**src/rtl/alu_ctrl_pkg.sv**
```systemverilog
`default_nettype none
// ============================================================================
// Module  : alu_ctrl_pkg
// Purpose : Shared definitions for the multicycle ALU control unit and the ALU
//           itself: RV32I opcode constants, the 4-bit ALU operation codes and
//           the control FSM state encoding.
// Ports   : none (package)
// Revision: 1.0 - initial release
// ============================================================================
package alu_ctrl_pkg;

  // RV32I major opcodes handled by the control unit
  localparam logic [6:0] OPC_RTYPE  = 7'b0110011;
  localparam logic [6:0] OPC_ITYPE  = 7'b0010011;
  localparam logic [6:0] OPC_LOAD   = 7'b0000011;
  localparam logic [6:0] OPC_STORE  = 7'b0100011;
  localparam logic [6:0] OPC_BRANCH = 7'b1100011;

  // funct7 variants that select the alternate operation (SUB / SRA)
  localparam logic [6:0] F7_BASE = 7'b0000000;
  localparam logic [6:0] F7_ALT  = 7'b0100000;

  // Funct3 values with fixed meaning for memory and branch instructions
  localparam logic [2:0] F3_WORD = 3'b010;
  localparam logic [2:0] F3_BEQ  = 3'b000;

  // ALU operation codes
  localparam logic [3:0] ALU_AND = 4'b0000;
  localparam logic [3:0] ALU_OR  = 4'b0001;
  localparam logic [3:0] ALU_ADD = 4'b0010;
  localparam logic [3:0] ALU_SLT = 4'b0100;
  localparam logic [3:0] ALU_XOR = 4'b0101;
  localparam logic [3:0] ALU_SUB = 4'b0110;
  localparam logic [3:0] ALU_SRL = 4'b1000;
  localparam logic [3:0] ALU_SLL = 4'b1001;
  localparam logic [3:0] ALU_SRA = 4'b1010;

  // Multicycle sequencing states
  typedef enum logic [2:0] {
    ST_IF  = 3'd0,
    ST_ID  = 3'd1,
    ST_EX  = 3'd2,
    ST_MEM = 3'd3,
    ST_WB  = 3'd4
  } state_e;

  // Base ALU operation selected by funct3 for register/immediate ALU ops.
  // Returns {supported, alu_op}; funct3 011 (SLTU) is not supported.
  function automatic logic [4:0] f3_base_op(input logic [2:0] f3);
    logic [4:0] r;
    case (f3)
      3'b000:  r = {1'b1, ALU_ADD};
      3'b001:  r = {1'b1, ALU_SLL};
      3'b010:  r = {1'b1, ALU_SLT};
      3'b100:  r = {1'b1, ALU_XOR};
      3'b101:  r = {1'b1, ALU_SRL};
      3'b110:  r = {1'b1, ALU_OR};
      3'b111:  r = {1'b1, ALU_AND};
      default: r = {1'b0, ALU_AND};
    endcase
    return r;
  endfunction

endpackage
`default_nettype wire

```
**src/rtl/alu_op_decode.sv**
```systemverilog
`default_nettype none
// ============================================================================
// Module  : alu_op_decode
// Purpose : Combinational RV32I opcode/funct3/funct7 decode into the 4-bit
//           ALU operation code plus a legality flag.
// Ports   : opcode [6:0]  - instruction major opcode
//           funct3 [2:0]  - instruction funct3 field
//           funct7 [6:0]  - instruction funct7 field
//           alu_op [3:0]  - decoded ALU operation (AND/0000 when illegal)
//           legal         - 1 when the instruction is supported
// Revision: 1.0 - initial release
// ============================================================================
module alu_op_decode
  import alu_ctrl_pkg::*;
(
  input  logic [6:0] opcode,
  input  logic [2:0] funct3,
  input  logic [6:0] funct7,
  output logic [3:0] alu_op,
  output logic       legal
);

  logic [4:0] base;

  assign base = f3_base_op(funct3);

  always_comb begin
    alu_op = ALU_AND;
    legal  = 1'b0;
    case (opcode)
      OPC_RTYPE: begin
        if (base[4]) begin
          if (funct7 == F7_BASE) begin
            legal  = 1'b1;
            alu_op = base[3:0];
          end else if (funct7 == F7_ALT) begin
            // Only ADD and SRL have an alternate (SUB / SRA) form
            if (funct3 == 3'b000) begin
              legal  = 1'b1;
              alu_op = ALU_SUB;
            end else if (funct3 == 3'b101) begin
              legal  = 1'b1;
              alu_op = ALU_SRA;
            end
          end
        end
      end
      OPC_ITYPE: begin
        // Upper immediate bits are only an opcode qualifier for shifts;
        // ADDI therefore never becomes SUB.
        if (base[4]) begin
          case (funct3)
            3'b001: begin
              legal  = (funct7 == F7_BASE);
              alu_op = (funct7 == F7_BASE) ? ALU_SLL : ALU_AND;
            end
            3'b101: begin
              if (funct7 == F7_BASE) begin
                legal  = 1'b1;
                alu_op = ALU_SRL;
              end else if (funct7 == F7_ALT) begin
                legal  = 1'b1;
                alu_op = ALU_SRA;
              end
            end
            default: begin
              legal  = 1'b1;
              alu_op = base[3:0];
            end
          endcase
        end
      end
      OPC_LOAD, OPC_STORE: begin
        if (funct3 == F3_WORD) begin
          legal  = 1'b1;
          alu_op = ALU_ADD;
        end
      end
      OPC_BRANCH: begin
        if (funct3 == F3_BEQ) begin
          legal  = 1'b1;
          alu_op = ALU_SUB;
        end
      end
      default: begin
        alu_op = ALU_AND;
        legal  = 1'b0;
      end
    endcase
  end

endmodule
`default_nettype wire

```
**src/rtl/alu_ctrl_fsm.sv**
```systemverilog
`default_nettype none
// ============================================================================
// Module  : alu_ctrl_fsm
// Purpose : Multicycle RV32I control unit. Latches each instruction, decodes
//           it to an ALU operation and sequences IF/ID/EX/MEM/WB, driving
//           the datapath and memory strobes.
// Ports   : clk, rst (async, active-high)
//           instr[31:0]  - instruction word, sampled in IF
//           zero         - ALU zero flag, used by BEQ in EX
//           mem_ready    - data memory completion, used in MEM only
//           alu_op[3:0], alu_src_imm, ir_load, reg_write, mem_read,
//           mem_write, mem_to_reg, pc_write, pc_branch, illegal
//           instr_count[31:0] - retired-instruction counter
// Params  : RESET_PC_WRITE - pulse pc_write in the first IF after reset
//           MEM_TIMEOUT    - MEM wait limit in cycles (0 = no limit)
// Macro   : ALU_CTRL_PERF_CNT_EN - enables the instr_count counter;
//           otherwise instr_count is tied to 0.
// Revision: 1.0 - initial release
// ============================================================================
module alu_ctrl_fsm
  import alu_ctrl_pkg::*;
#(
  parameter bit          RESET_PC_WRITE = 1'b0,
  parameter int unsigned MEM_TIMEOUT    = 0
) (
  input  logic        clk,
  input  logic        rst,
  input  logic [31:0] instr,
  input  logic        zero,
  input  logic        mem_ready,
  output logic [3:0]  alu_op,
  output logic        alu_src_imm,
  output logic        ir_load,
  output logic        reg_write,
  output logic        mem_read,
  output logic        mem_write,
  output logic        mem_to_reg,
  output logic        pc_write,
  output logic        pc_branch,
  output logic        illegal,
  output logic [31:0] instr_count
);

  state_e      state_q, state_d;
  logic [31:0] ir_q, ir_d;
  logic        first_if_q, first_if_d;

  logic [3:0]  dec_alu_op;
  logic        dec_legal;
  logic        timeout_hit;

  logic [6:0]  opcode;
  logic        is_itype, is_load, is_store, is_branch;

  assign opcode    = ir_q[6:0];
  assign is_itype  = (opcode == OPC_ITYPE);
  assign is_load   = (opcode == OPC_LOAD);
  assign is_store  = (opcode == OPC_STORE);
  assign is_branch = (opcode == OPC_BRANCH);

  // Register/immediate operand fields are consumed by the datapath, not here
  logic unused_ir_bits;
  assign unused_ir_bits = ^{ir_q[24:15], ir_q[11:7]};

  alu_op_decode u_decode (
    .opcode (ir_q[6:0]),
    .funct3 (ir_q[14:12]),
    .funct7 (ir_q[31:25]),
    .alu_op (dec_alu_op),
    .legal  (dec_legal)
  );

  // --------------------------------------------------------------------------
  // MEM wait limit. The counter sits at 0 outside MEM, so it is clear on
  // every MEM entry; the limit fires on the MEM_TIMEOUT-th cycle without
  // mem_ready.
  // --------------------------------------------------------------------------
  generate
    if (MEM_TIMEOUT > 0) begin : g_timeout
      localparam int CW = (MEM_TIMEOUT > 1) ? $clog2(MEM_TIMEOUT) : 1;
      logic [CW-1:0] tmo_cnt_q, tmo_cnt_d;

      always_comb begin
        tmo_cnt_d = tmo_cnt_q;
        if (state_q != ST_MEM) begin
          tmo_cnt_d = '0;
        end else if (!mem_ready) begin
          tmo_cnt_d = tmo_cnt_q + CW'(1);
        end
      end

      always_ff @(posedge clk or posedge rst) begin
        if (rst) begin
          tmo_cnt_q <= '0;
        end else begin
          tmo_cnt_q <= tmo_cnt_d;
        end
      end

      assign timeout_hit = (state_q == ST_MEM) && !mem_ready &&
                           (tmo_cnt_q == CW'(MEM_TIMEOUT - 1));
    end else begin : g_no_timeout
      assign timeout_hit = 1'b0;
    end
  endgenerate

  // --------------------------------------------------------------------------
  // Next-state / IR capture
  // --------------------------------------------------------------------------
  always_comb begin
    state_d    = state_q;
    ir_d       = ir_q;
    first_if_d = first_if_q;
    case (state_q)
      ST_IF: begin
        ir_d       = instr;
        first_if_d = 1'b0;
        state_d    = ST_ID;
      end
      ST_ID: begin
        state_d = dec_legal ? ST_EX : ST_IF;
      end
      ST_EX: begin
        if (is_branch) begin
          state_d = ST_IF;
        end else if (is_load || is_store) begin
          state_d = ST_MEM;
        end else begin
          state_d = ST_WB;
        end
      end
      ST_MEM: begin
        if (mem_ready) begin
          state_d = is_load ? ST_WB : ST_IF;
        end else if (timeout_hit) begin
          state_d = ST_IF;
        end
      end
      ST_WB: begin
        state_d = ST_IF;
      end
      default: begin
        state_d = ST_IF;
      end
    endcase
  end

  always_ff @(posedge clk or posedge rst) begin
    if (rst) begin
      state_q    <= ST_IF;
      ir_q       <= '0;
      first_if_q <= 1'b1;
    end else begin
      state_q    <= state_d;
      ir_q       <= ir_d;
      first_if_q <= first_if_d;
    end
  end

  // --------------------------------------------------------------------------
  // Output decode from the registered state and IR. Decoding from state
  // (rather than re-registering) lets ir_load assert in the very first IF
  // after reset, and the rst term drops every strobe, including a pending
  // memory request, in the same cycle reset is raised.
  // --------------------------------------------------------------------------
  always_comb begin
    alu_op      = ALU_AND;
    alu_src_imm = 1'b0;
    ir_load     = 1'b0;
    reg_write   = 1'b0;
    mem_read    = 1'b0;
    mem_write   = 1'b0;
    mem_to_reg  = 1'b0;
    pc_write    = 1'b0;
    pc_branch   = 1'b0;
    illegal     = 1'b0;
    if (!rst) begin
      case (state_q)
        ST_IF: begin
          ir_load  = 1'b1;
          pc_write = RESET_PC_WRITE && first_if_q;
        end
        ST_ID: begin
          illegal = !dec_legal;
        end
        ST_EX: begin
          alu_op      = dec_alu_op;
          alu_src_imm = is_itype || is_load || is_store;
          if (is_branch) begin
            pc_write  = 1'b1;
            pc_branch = zero;
          end
        end
        ST_MEM: begin
          mem_read  = is_load;
          mem_write = is_store;
          pc_write  = is_store && mem_ready;
          illegal   = timeout_hit;
        end
        ST_WB: begin
          reg_write  = 1'b1;
          pc_write   = 1'b1;
          mem_to_reg = is_load;
        end
        default: begin
          alu_op = ALU_AND;
        end
      endcase
    end
  end

  // --------------------------------------------------------------------------
  // Retired-instruction counter
  // --------------------------------------------------------------------------
`ifdef ALU_CTRL_PERF_CNT_EN
  logic [31:0] instr_count_q, instr_count_d;

  always_comb begin
    instr_count_d = instr_count_q;
    if (pc_write) begin
      instr_count_d = instr_count_q + 32'd1;
    end
  end

  always_ff @(posedge clk or posedge rst) begin
    if (rst) begin
      instr_count_q <= '0;
    end else begin
      instr_count_q <= instr_count_d;
    end
  end

  assign instr_count = instr_count_q;
`else
  assign instr_count = '0;
`endif

endmodule
`default_nettype wire
```
**config.mk**
```make
export PLATFORM = sky130hd
export DESIGN_NAME = alu_ctrl_fsm
export DESIGN_NICKNAME = d
export VERILOG_FILES = /design/src/rtl/alu_ctrl_pkg.sv /design/src/rtl/alu_op_decode.sv /design/src/rtl/alu_ctrl_fsm.sv
export SDC_FILE = /design/constraint.sdc
export NUM_CORES = 1
export LEC_CHECK = 0
export ABC_AREA = 1
export BUFFER_PORTS_ARGS = -buffer_cell sky130_fd_sc_hd__buf_2
export CAP_MARGIN = 20
export CORE_MARGIN = 2
export CORE_UTILIZATION = 47
export CTS_BUF_LIST = sky130_fd_sc_hd__clkbuf_2 sky130_fd_sc_hd__clkbuf_4 sky130_fd_sc_hd__clkbuf_8
export DETAILED_ROUTE_END_ITERATION = 16
export PLACE_DENSITY = 0.83
export SYNTH_ARGS = -nofsm -noshare
export SYNTH_HDL_FRONTEND = slang
export SYNTH_SLANG_ARGS = --single-unit
```
**constraint.sdc**
```tcl
create_clock -name clk -period 1.4 [get_ports clk]
set_input_delay 0.07 -clock clk [delete_from_list [all_inputs] [get_ports clk]]
set_output_delay 0.07 -clock clk [all_outputs]
set_load 0.05 [all_outputs]
```
After elaboration in Yosys (flattened, before gate mapping):

Cells that the tools add are included.

* register bits after elaboration: 35
* word-level logic and storage cells: 82

* equal/unequal tests: 17
* multiplexer cells: 54
* reduce and logical (&&, ||, !) cells: 9

Operators by type and width (number)
* 4-bit two-way mux: 11
* 5-bit case mux with 7 select lines: 1
* 1-bit two-way mux: 29
* 7-bit by 6-bit equality test with 1-bit output (second input constant): 3
* 4-bit case mux with 4 select lines: 1
* 3-bit equality test (second input constant): 5
* 3-bit two-way mux: 5
* 3-bit case mux with 4 select lines: 1
* 3-bit by 2-bit equality test with 1-bit output (second input constant): 3
* 4-bit case mux with 2 select lines: 1
* 7-bit by 2-bit equality test with 1-bit output (second input constant): 1
* 7-bit by 5-bit equality test with 1-bit output (second input constant): 1
* 7-bit equality test (second input constant): 1
* 7-bit zero test: 1
* 3-bit by 1-bit equality test with 1-bit output (second input constant): 2
* 3-bit zero test: 2
* 2-bit two-way mux: 2
* 1-bit case mux with 4 select lines: 1
* 1-bit logical OR: 3
* 1-bit case mux with 3 select lines: 1
* 2-bit inequality test (second input constant): 1
* 1-bit case mux with 2 select lines: 1
* 2-bit OR reduction: 1
* 1-bit logical AND: 1
* 1-bit zero test: 1

Depth between registers and ports, before layout:

Gate-level depths: netlist of the first run.

* depth after elaboration: 10
* mapped depth: 12
* mapped depth without buffers: 11

Modules after synthesis:

A second synthesis of the first run with hierarchy kept.

* cell total of the unflattened synthesis: 221
* area total of the unflattened synthesis: 1644.1 um2

Modules (own cells, without submodules)
* alu_ctrl_fsm: instances 1, cells an instance 138, area each 1242.4 um2, seq. area each 500.5 um2
* alu_op_decode: instances 1, cells an instance 83, area each 401.6 um2, seq. area each 0.0 um2

Worst setup path after synthesis of the first run:

No wires, ideal clock.

* path type: input to output
* from: input rst
* to: output mem_to_reg
* arrival: 2310 ps
* required time: 1330 ps
* slack: -980 ps
* cell stages on the path: 3
* path buffers: 0
* cells stage by stage: inv_1 nand3_1 nor4_1

* word-level cells in the longest chain between the ends: 1

RTL lines
* from (decl): line alu_ctrl_fsm.sv:27 `input logic rst,`
* 1-bit two-way mux: line alu_ctrl_fsm.sv:177 `if (!rst) begin`
* to (decl): line alu_ctrl_fsm.sv:37 `output logic mem_to_reg,`

No other way between the ends.

Worst setup path in the final report of the first run:

* from: register ir_q[13]
* to: output illegal

* word-level cells in the longest chain between the ends: 10
* elaborated cells on any way between the ends: 21
* classes of those cells: 6 x eq/ne; 13 x mux; 2 x reduce/logical

RTL lines
* from (decl): line alu_ctrl_fsm.sv:45 `logic [31:0] ir_q, ir_d;`
* from (signal assigned): line alu_ctrl_fsm.sv:155 `ir_q <= ir_d;`
* 3-bit equality test: line alu_ctrl_pkg.sv:51, alu_op_decode.sv:41, alu_op_decode.sv:52
* 1-bit two-way mux: line alu_op_decode.sv:41 `end else if (funct3 == 3'b101) begin`
* 1-bit two-way mux: line alu_op_decode.sv:38 `if (funct3 == 3'b000) begin`
* 1-bit two-way mux: line alu_op_decode.sv:36 `end else if (funct7 == F7_ALT) begin`
* 1-bit two-way mux: line alu_op_decode.sv:33 `if (funct7 == F7_BASE) begin`
* 1-bit two-way mux: line alu_op_decode.sv:32 `if (base[4]) begin`
* 1-bit case mux with 4 select lines (*): line alu_op_decode.sv:30 `case (opcode)`
* 1-bit zero test (*): line alu_ctrl_fsm.sv:184 `illegal = !dec_legal;`
* 1-bit two-way mux (*): line alu_ctrl_fsm.sv:178 `case (state_q)`
* 1-bit two-way mux (*): line alu_ctrl_fsm.sv:177
* to (decl): line alu_ctrl_fsm.sv:40 `output logic illegal,`

Every way passes the cells marked *; elsewhere a longest branch is shown, timed or not.

==> flow_metrics.tcl, run 1 <==
set metrics [dict create \
    num_antenna_cells 0 \
    min_period_over_period_pct 152 \
    cpMaxStageDelayCell "dfrtp_1" \
    clk_transition_reported_paths_ns 0.12 \
    slowest_delay_ns 0.42 \
    path_max_fanout 7 \
    grt_pass1_wl_um 7230 \
    drv_cap 0 \
    viasPerCell 5.52 \
    h-tree-depth 1 \
    synth_top_family_by_area "simple AND/OR/NAND/NOR gates" \
    grt_max_degree 16 \
    setup_viol 33 \
    synthAdderAreaFrac_pct 0 \
    clock_latency_ns 0.30 \
    antenna_found_initial 0 \
    fillers 143 \
    crit_path_end "illegal" \
    r2r_slack_ns -0.34 \
    finalWorstSetupSlack_ns -0.729 \
    slew_viol_final 0 \
    antenna_left 0 \
    irDropWorstVdd_uv 1220 \
    synth.avg_cell_area_um2 7.57 \
    cts-root-buf "clkbuf_4" \
    initial_core_util_pct 50.2 \
    dpl.hpwl_um 2740 \
    ys_warn_count 0 \
    grtUsageTotal_pct 26.9 \
    wl_um 6820 \
    clock_path_buffers 2 \
    violations "negative setup slack" \
    layout-drive-gt1-share_pct 59.0 \
    seq_area_frac_synth_pct 32.4 \
    fp.coreArea_mm2 0.00308 \
    dp_slack_ns -0.223 \
    post-route-min-period_ns 2.13 \
    post_drt_wl_per_cell_um 20.1 \
    cp.required_ns 1.33 \
    yosys.area_share.simple_pct 30.1 \
    syn_to_final_growth_pct 72.3 \
    synth_cells 204 \
    cp.arrival_ns 2.06 \
    clock-skew-final_ns 0.00311 \
    yosys-mux-area-fraction_pct 7.29 \
    chipHeight_um 61.3 \
    ys_types 28 \
    seq_area_um2 504 \
    netlist_area_mm2 0.00154 \
    drt_drc_violations_left 0 \
    hold_viol 0 \
    die-area_mm2 0.00376 \
    synth-compound-area-share_pct 6.89 \
    io_pins 81 \
    cts_sinks 20 \
    fmax_ghz 0.470 \
    worstHoldPathType "primary input to flop" \
    ys_ff_latch 20 \
    initialDrtViolationCount 166 \
    timing.hold.ws_ns 0.0214 \
    synth-xor-area-share_pct 0 \
    multiInputGateArea_mm2 0.00114 \
    crit_start "ir_q[13]" \
    power_density_mw_per_mm2 1660 \
    nNetsFinal 332 \
    cp-end-kind "output port" \
    cts_buffers 3 \
    drt_first_pass_iters 7 \
    crit_type "flop to output port" \
    grt-ovfl-total 0 \
    critPathMostFrequentCell "nand2_1" \
    rows 20 \
    grt_pass1_vias 1619 \
    r2r_start "ir_q[13]" \
    grt_setup_unrepaired "yes" \
    rr_worst_depth 8 \
    worstReg2RegEnd "state_q[1]" \
    place.gp.congestion 0.878 \
    startpoint_type "flop" \
    dr_total_vias 1872 \
    die_width_um 61.3 \
    power_leakage_nw 1.29 \
    status "complete, but fails checks" \
    cts_tree "done" \
    io_buffers 33 \
    crit_chain "inv_1, nand2_1, a21oi_1, nand3_1, nand2_1, nand2_2, nor2_4, buf_6" \
]
## critical path: cells and delay by family (launching register included)
kind / cells / cell delay (ns)
simple gates: 5 / 0.66
flops: 1 / 0.42
buf+inv: 2 / 0.40
compound gates: 1 / 0.27
## synth_stat cells
library cell | number | area share (%)
nand3_2 | 1 | 0.65
inv_1 | 11 | 2.7
o211ai_1 | 2 | 0.97
nor2_1 | 23 | 5.6
nand3_1 | 13 | 4.2
dfrtp_1 | 20 | 32
nor2_2 | 4 | 1.6
mux2_1 | 4 | 2.9
nand2_1 | 37 | 9.0
a21oi_2 | 2 | 1.1
nand2_2 | 7 | 2.8
a41oi_1 | 1 | 0.57
nor3_1 | 4 | 1.3
nor2_4 | 1 | 0.73
a21oi_1 | 10 | 3.2
inv_2 | 11 | 2.7
and2_4 | 1 | 0.57
buf_6 | 2 | 1.5
conb_1 | 1 | 0.24
nand3_4 | 1 | 1.1
nand4_1 | 2 | 0.81
nor4_1 | 1 | 0.41
buf_4 | 32 | 16
buf_2 | 2 | 0.65
nand3b_1 | 1 | 0.49
nor4_2 | 1 | 0.81
o21ai_0 | 3 | 0.97
mux2_2 | 6 | 4.4
## placed cells by master, fill, tap and decap left out, drive strengths merged
cell         synthesis  final
nand2               44     44
nand4                2      2
nor4                 2      2
clkinvlp             0      2
nand3b               1      1
conb                 1     32
nor3                 4      4
o21ai                3      3
mux2                10     10
nand3               15     15
dlygate4sd3          0     11
nor2                28     28
dfrtp               20     20
a21oi               12     12
clkbuf               0      5
a41oi                1      1
buf                 36     80
and2                 1      1
o211ai               2      2
inv                 22     20
## cell type report
type,instances,area share (%)
sequential,20,19.0
multi-input combinational,157,42.7
timing repair buffer,92,31.4
clock buffer,4,1.36
tap,44,2.07
inverter,22,3.48
## flip-flops by register name, summed over array words and instances (netlist names)
signal,count
ir_q,17
state_q,3
## what timing repair did
action	CTS	global route
setup endpoints to repair	14	32
pin swaps	18	8
resized for setup	69	40
setup buffers	10	8
hold buffers	11	0
hold endpoints to repair	12	0
cloned	0	1
## stage by stage
stage	TNS [ns]	instances	area (um^2)	util (%)	power [mW]
global placement	-0.960	306	1960	63.7	2.84
finish	-7.53	339	2660	86.4	4.41
detailed placement	-1.28	306	1960	63.7	2.89
CTS	-3.96	331	2420	78.5	3.56
floorplan	-1.13	235	1780	-	2.36
global route	-8.89	339	2660	86.4	4.55
## routing by layer
layer | GRT usage, % | vias to the layer above | part of all wire (%)
li1 | - | 773 | -
met4 | 15.2 | 0 | 5.9
met2 | 49.5 | 166 | 51
met1 | 29.5 | 879 | 34
met3 | 3.57 | 54 | 9.2
met5 | 0 | - | 0
## worst min path at each step
stage / cells after the start / from / end
6_report: 3 / instr[13] / ir_q[13]
3_5_place_dp: 2 / rst / state_q[2]
4_1_cts: 3 / instr[4] / ir_q[4]
5_1_grt: 2 / instr[3] / ir_q[3]
2_1_floorplan: 1 / rst / ir_q[0]
3_3_place_gp: 2 / rst / state_q[2]
## power by group
group          leakage, nW  internal (mW)  total, mW  switching (mW)
clock               0.0210          0.159      0.350           0.191
combinational         1.04           1.23       2.86            1.63
sequential           0.232          0.848       1.20           0.348
total                 1.29           2.24       4.41            2.17
## cells by family after synthesis
kind of cell	after synthesis
multiplexers	10
AND/OR/NAND/NOR	97
AO/OA/AOI/OAI	18
buffers and inverters	58
flip-flops	20
other	1
No activity file was read; power rests on OpenSTA's default activity.
==> run 2: changes to the inputs <==
- CORE_ASPECT_RATIO: unset -> 1.4
- CTS_CLUSTER_DIAMETER: unset -> 60
==> run 2 against run 1 <==
The run still ends with negative setup slack left. Sequential power is 4% lower. Critical endpoint unchanged. Hold slack better by 0.015 ns. Non-clock buffer count is 7 lower. Wire length is 26% lower. Register-to-register slack better by 0.16 ns.
==> flow_metrics.tcl, run 2 (same netlist as run 1, synthesis figures left out) <==
set metrics [dict create \
    num_antenna_cells 0 \
    grtUsageTotal_pct 27.5 \
    violations "negative setup slack" \
    power_density_mw_per_mm2 1700 \
    cts-root-buf "clkbuf_8" \
    fillers 180 \
    worstHoldPathType "primary input to flop" \
    die-area_mm2 0.00377 \
    wl_um 5080 \
    chipHeight_um 71.8 \
    hold_viol 0 \
    status "complete, but fails checks" \
    irDropWorstVdd_uv 1390 \
    timing.hold.ws_ns 0.0360 \
    cts_buffers 3 \
    antenna_found_initial 0 \
    fp.coreArea_mm2 0.00312 \
    initial_core_util_pct 49.4 \
    grt_max_degree 21 \
    drt_first_pass_iters 4 \
    clock-skew-final_ns 0.00186 \
    final_common_cell "buf_4" \
    io_pins 81 \
    finalSetupTns_ns -5.65 \
    grt-ovfl-total 0 \
    path_max_fanout 4 \
    fmax_ghz 0.536 \
    min_period_over_period_pct 133 \
    post-route-min-period_ns 1.87 \
    power_leakage_nw 1.26 \
    cts_sinks 20 \
    dr_total_vias 1661 \
    grt_setup_unrepaired "yes" \
    instances_no_fill 327 \
    met1Wirelength_um 1830 \
    maxUsedRoutingLayer "met4" \
    cts_tree "done" \
    nNetsFinal 325 \
    clock_path_buffers 2 \
    met2_length_um 2720 \
    wl_met3_um 264 \
    cp.required_ns 1.33 \
    cp.arrival_ns 1.80 \
    h-tree-depth 1 \
    post_drt_wl_per_cell_um 15.5 \
    rows 24 \
    viasPerCell 5.08 \
    r2r_slack_ns -0.18 \
    die_width_um 52.4 \
    slew_viol_final 0 \
    clk_transition_reported_paths_ns 0.07 \
    dp_slack_ns -0.204 \
    dp_cells 306 \
    drv_cap 0 \
    final_cell_mix "buf_4 (35), conb_1 (32), nand2_1 (27)" \
    finalWorstSetupSlack_ns -0.466 \
    antenna_left 0 \
    startpoint_type "flop" \
    setup_viol 27 \
    layout-drive-gt1-share_pct 60.4 \
    clock_latency_ns 0.26 \
    place.gp.congestion 0.855 \
    syn_to_final_growth_pct 63.7 \
    crit_type "flop to output port" \
    top_register "ir_q" \
    io_buffers 33 \
    dpl.hpwl_um 2570 \
    drt_drc_violations_left 0 \
    cp-end-kind "output port" \
    grt_pass1_vias 1628 \
    grt_pass1_wl_um 7650 \
    largest_reg_flops 17 \
    initialDrtViolationCount 56 \
    top_regs "ir_q (17), state_q (3)" \
]
-- run 2: changes by cell type in the layout (fill, tap and decap cells not counted), sizes merged --
| cell | delta |
|---|---|
| buf | +5 |
| clkbuf | -1 |
| dlygate4sd3 | -11 |
-- run 2: stage by stage --
stage,power [mW],instance area [um^2],utilization (%)
final,4.29,2530,80.9
after global routing,4.50,2530,80.9
after CTS,3.92,2400,76.9
after detailed placement,2.94,1990,63.8
after global placement,2.89,1990,63.8
after floorplan,2.36,1780,-
-- run 2: worst max-delay path: stages (launching register included) --
cell	delay, ns
dfrtp_1	0.42
nor2_1	0.15
nand2_1	0.12
nor2_4	0.14
nand2_1	0.08
nand2_1	0.09
nand2_1	0.08
nand2_1	0.08
nand2_1	0.07
nand2_2	0.12
nor2_4	0.05
buf_6	0.15
-- run 2: path summary, 6_finish.rpt --
kind                            startpoint          to  cells past startpoint
worst max register to register    ir_q[31]  state_q[1]                     12
max in group asynchronous              rst     ir_q[5]                      3
min in group asynchronous              rst     ir_q[0]                      3
worst max-delay path              ir_q[31]     illegal                     11
worst min-delay path              instr[2]     ir_q[2]                      2
worst min register to register    ir_q[25]    ir_q[25]                      1
-- run 2: final cells by class --
cell class	instances	area (um^2)	share of cell area, %
well taps	39	48.8	1.93
clock buffers	4	48.8	1.93
flip-flops and latches	20	502	19.9
multi-input cells	157	1100	43.6
inverters	22	92.6	3.66
repair buffers	85	733	29.0
-- run 2: routing by layer --
layer | GRT usage, % | vias up
li1 | - | 757
met1 | 33.4 | 783
met2 | 47.4 | 96
met3 | 1.46 | 25
met4 | 15.1 | 0
met5 | 0 | -
-- run 2: what timing repair did --
item,in CTS,in global routing
cloned,1,0
hold buffers,0,0
buffers inserted,12,6
pin swaps,19,11
setup endpoints to repair,15,31
gates resized for setup,64,33
-- run 2: power breakdown --
group          internal, mW  switching (mW)  leakage [nW]  total [mW]
clock                 0.222           0.195        0.0262       0.418
combinational          1.21            1.51          1.00        2.72
sequential            0.845           0.309         0.234        1.15
==> run 3: changes to the inputs <==
- CORE_UTILIZATION: 47 -> 48
- SYNTH_HIERARCHICAL: unset -> 1
==> run 3 against run 2 <==
The flow still finishes with violations (negative setup slack). Core utilization is 2.1 points lower. Synthesized cell count is 8.3% higher. First-iteration DRC count is 66% higher. Sequential share of layout area is 0.33 points lower. Clock skew hardly changed. Final area is 3.5% higher. Register-to-register slack better by 0.06 ns. Via count is 8.7% higher. Sequential power is 4% lower. Final cell count is 8.0% higher. Clock power is 8.4% higher. Fmax is 4.4% lower. Critical endpoint unchanged. Largest power group unchanged.
==> flow_metrics.tcl, run 3 <==
set metrics [dict create \
    ys_warn_count 6 \
    viasPerCell 5.11 \
    antenna_found_initial 0 \
    grt-ovfl-total 0 \
    cp.arrival_ns 1.88 \
    hold_viol 0 \
    clock-skew-final_ns 0.00161 \
    final_core_util_pct 78.9 \
    yosys.cell_count.top_type "nor2_1" \
    place.gp.congestion 0.956 \
    top_register "ir_q" \
    grtUsageTotal_pct 26.0 \
    finalWorstSetupSlack_ns -0.552 \
    yosysTopAreaCellShare_pct 30.4 \
    cp-end-kind "output port" \
    rows 25 \
    top_regs "ir_q (17), state_q (3)" \
    cts_tree "done" \
    nNetsFinal 350 \
    drv_cap 0 \
    synth_common_cells "nor2_1 (33), buf_4 (32), nand2_1 (32)" \
    post_drt_wl_per_cell_um 15.3 \
    clock_path_buffers 2 \
    yosys.area.top_type "dfrtp_1" \
    dpl.hpwl_um 2950 \
    dp_slack_ns -0.255 \
    wl_um 5400 \
    cp.required_ns 1.33 \
    clk_transition_reported_paths_ns 0.07 \
    synth-main-ff-cell "dfrtp_1" \
    syn_to_final_growth_pct 59.1 \
    synth_cells 221 \
    grt_max_degree 25 \
    die_width_um 53.5 \
    dr_total_vias 1805 \
    violations "negative setup slack" \
    post-route-min-period_ns 1.95 \
    clock_latency_ns 0.27 \
    yosys-top-cells-area "dfrtp_1 (30%), buf_4 (15%), nor2_1 (7.5%), mux2_4 (7.3%), nand2_1 (7.3%)" \
    power_leakage_nw 1.29 \
    synth.avg_cell_area_um2 7.44 \
    num_antenna_cells 0 \
    synth_edf_count 0 \
    drt_drc_violations_left 0 \
    status "complete, but fails checks" \
    initialDrtViolationCount 93 \
    postSynth.asyncResetShare_pct 100 \
    setup_viol 15 \
    grt_pass1_wl_um 7380 \
    io_buffers 33 \
    power_density_mw_per_mm2 1700 \
    largest_reg_flops 17 \
    ys_ff_latch 20 \
    cts_sinks 20 \
    layout-drive-gt1-share_pct 57.2 \
    initial_core_util_pct 49.6 \
    seq_area_frac_synth_pct 30.4 \
    drt_first_pass_iters 4 \
    irDropWorstVdd_uv 1380 \
    netlist_area_mm2 0.00164 \
    final_common_cell "buf_4" \
    fmax_ghz 0.512 \
    io_pins 81 \
    min_period_over_period_pct 139 \
    cts_buffers 3 \
    final_cell_mix "buf_4 (50), conb_1 (32), inv_1 (20), nand2_1 (20), buf_2 (20)" \
    slew_viol_final 0 \
    path_max_fanout 4 \
    antenna_left 0 \
    chipHeight_um 73.2 \
    worstHoldPathType "primary input to asynchronous set/reset pin" \
    cts-root-buf "clkbuf_8" \
    startpoint_type "flop" \
    crit_type "flop to output port" \
    ys_types 27 \
    die-area_mm2 0.00392 \
    h-tree-depth 1 \
    fp.coreArea_mm2 0.00332 \
    grt_pass1_vias 1645 \
    grt_setup_unrepaired "yes" \
]
==> run 3: cell types whose count changed after synthesis, sizes merged, moves of 3 or more <==
| cell | before | now |
|---|---|---|
| a21oi | 12 | 9 |
| inv | 22 | 31 |
| nand2 | 44 | 35 |
| nand4 | 2 | 5 |
| nor2 | 28 | 40 |
| o21ai | 3 | 7 |
==> run 3: layer usage <==
metal	vias to the layer above	track usage, %	wire length, um
met5	-	0	0
met4	0	15.1	198
met3	22	2.05	312
met2	101	47.7	3010
met1	858	27.7	1870
li1	824	-	-
==> run 3: logic make-up (layout without fill, tap and decap cells) <==
kind of cell / Yosys count / after routing / synth area share (%)
other cells: 1 / 32 / 0.228
flops: 20 / 20 / 30.4
mux: 12 / 12 / 10.0
compound gates: 16 / 16 / 5.33
simple gates: 107 / 107 / 31.3
buf+inv: 65 / 126 / 22.7
==> run 3: through the flow <==
stage	instances	cell area (um^2)	hold slack, ns	TNS (ns)	power (mW)
2_1_floorplan	252	1820	0.0593	-1.08	2.19
3_3_place_gp	325	2050	0.0437	-1.11	2.82
3_5_place_dp	325	2050	0.0490	-1.30	2.89
4_1_cts	341	2380	0.0221	-3.79	3.76
5_1_grt	353	2620	0.0305	-6.16	4.64
6_report	353	2620	0.0248	-5.08	4.44
==> run 3: worst max-delay path, stage by stage, from the launching register on <==
cell,delay (ns)
dfrtp_1,0.45
inv_1,0.11
nand2_1,0.12
nor2_1,0.06
nand2_1,0.07
nor2_2,0.05
nor2_2,0.14
nand2_2,0.10
nor4_4,0.31
buf_6,0.20
==> run 3: repair_timing <==
| item | CTS | global route |
|---|---|---|
| pin swaps | 14 | 23 |
| setup endpoints to repair | 13 | 16 |
| setup buffers | 11 | 13 |
| gates resized for setup | 61 | 35 |
| cloned | 0 | 1 |
| hold buffers | 1 | 0 |
| endpoints found under the hold margin | 3 | 0 |
==> run 3: power by group <==
| group | internal [mW] | switching (mW) | total [mW] |
|---|---|---|---|
| registers | 0.821 | 0.277 | 1.10 |
| clock network | 0.251 | 0.202 | 0.453 |
| logic | 1.39 | 1.50 | 2.89 |
| total | 2.46 | 1.98 | 4.44 |
==> run 3: final cells by class <==
type	instances	area [um^2]
Multi-Input combinational cell	167	1120
Timing Repair Buffer	91	761
Fill cell	214	701
Sequential cell	20	510
Inverter	31	121
Clock buffer	4	55.1
Tap cell	40	50.0
==> run 3: path summary, 6_finish.rpt <==
check / to / from / slack (ns) / depth (start not counted)
max in group asynchronous: state_q[0] / rst / 0.83 / 3
setup / recovery: illegal / ir_q[4] / -0.55 / 9
hold / removal: ir_q[5] / rst / 0.02 / 3
setup reg to reg: state_q[1] / ir_q[3] / -0.12 / 8
min in group clk: ir_q[31] / instr[31] / 0.03 / 2
hold reg to reg: ir_q[26] / ir_q[26] / 0.52 / 1
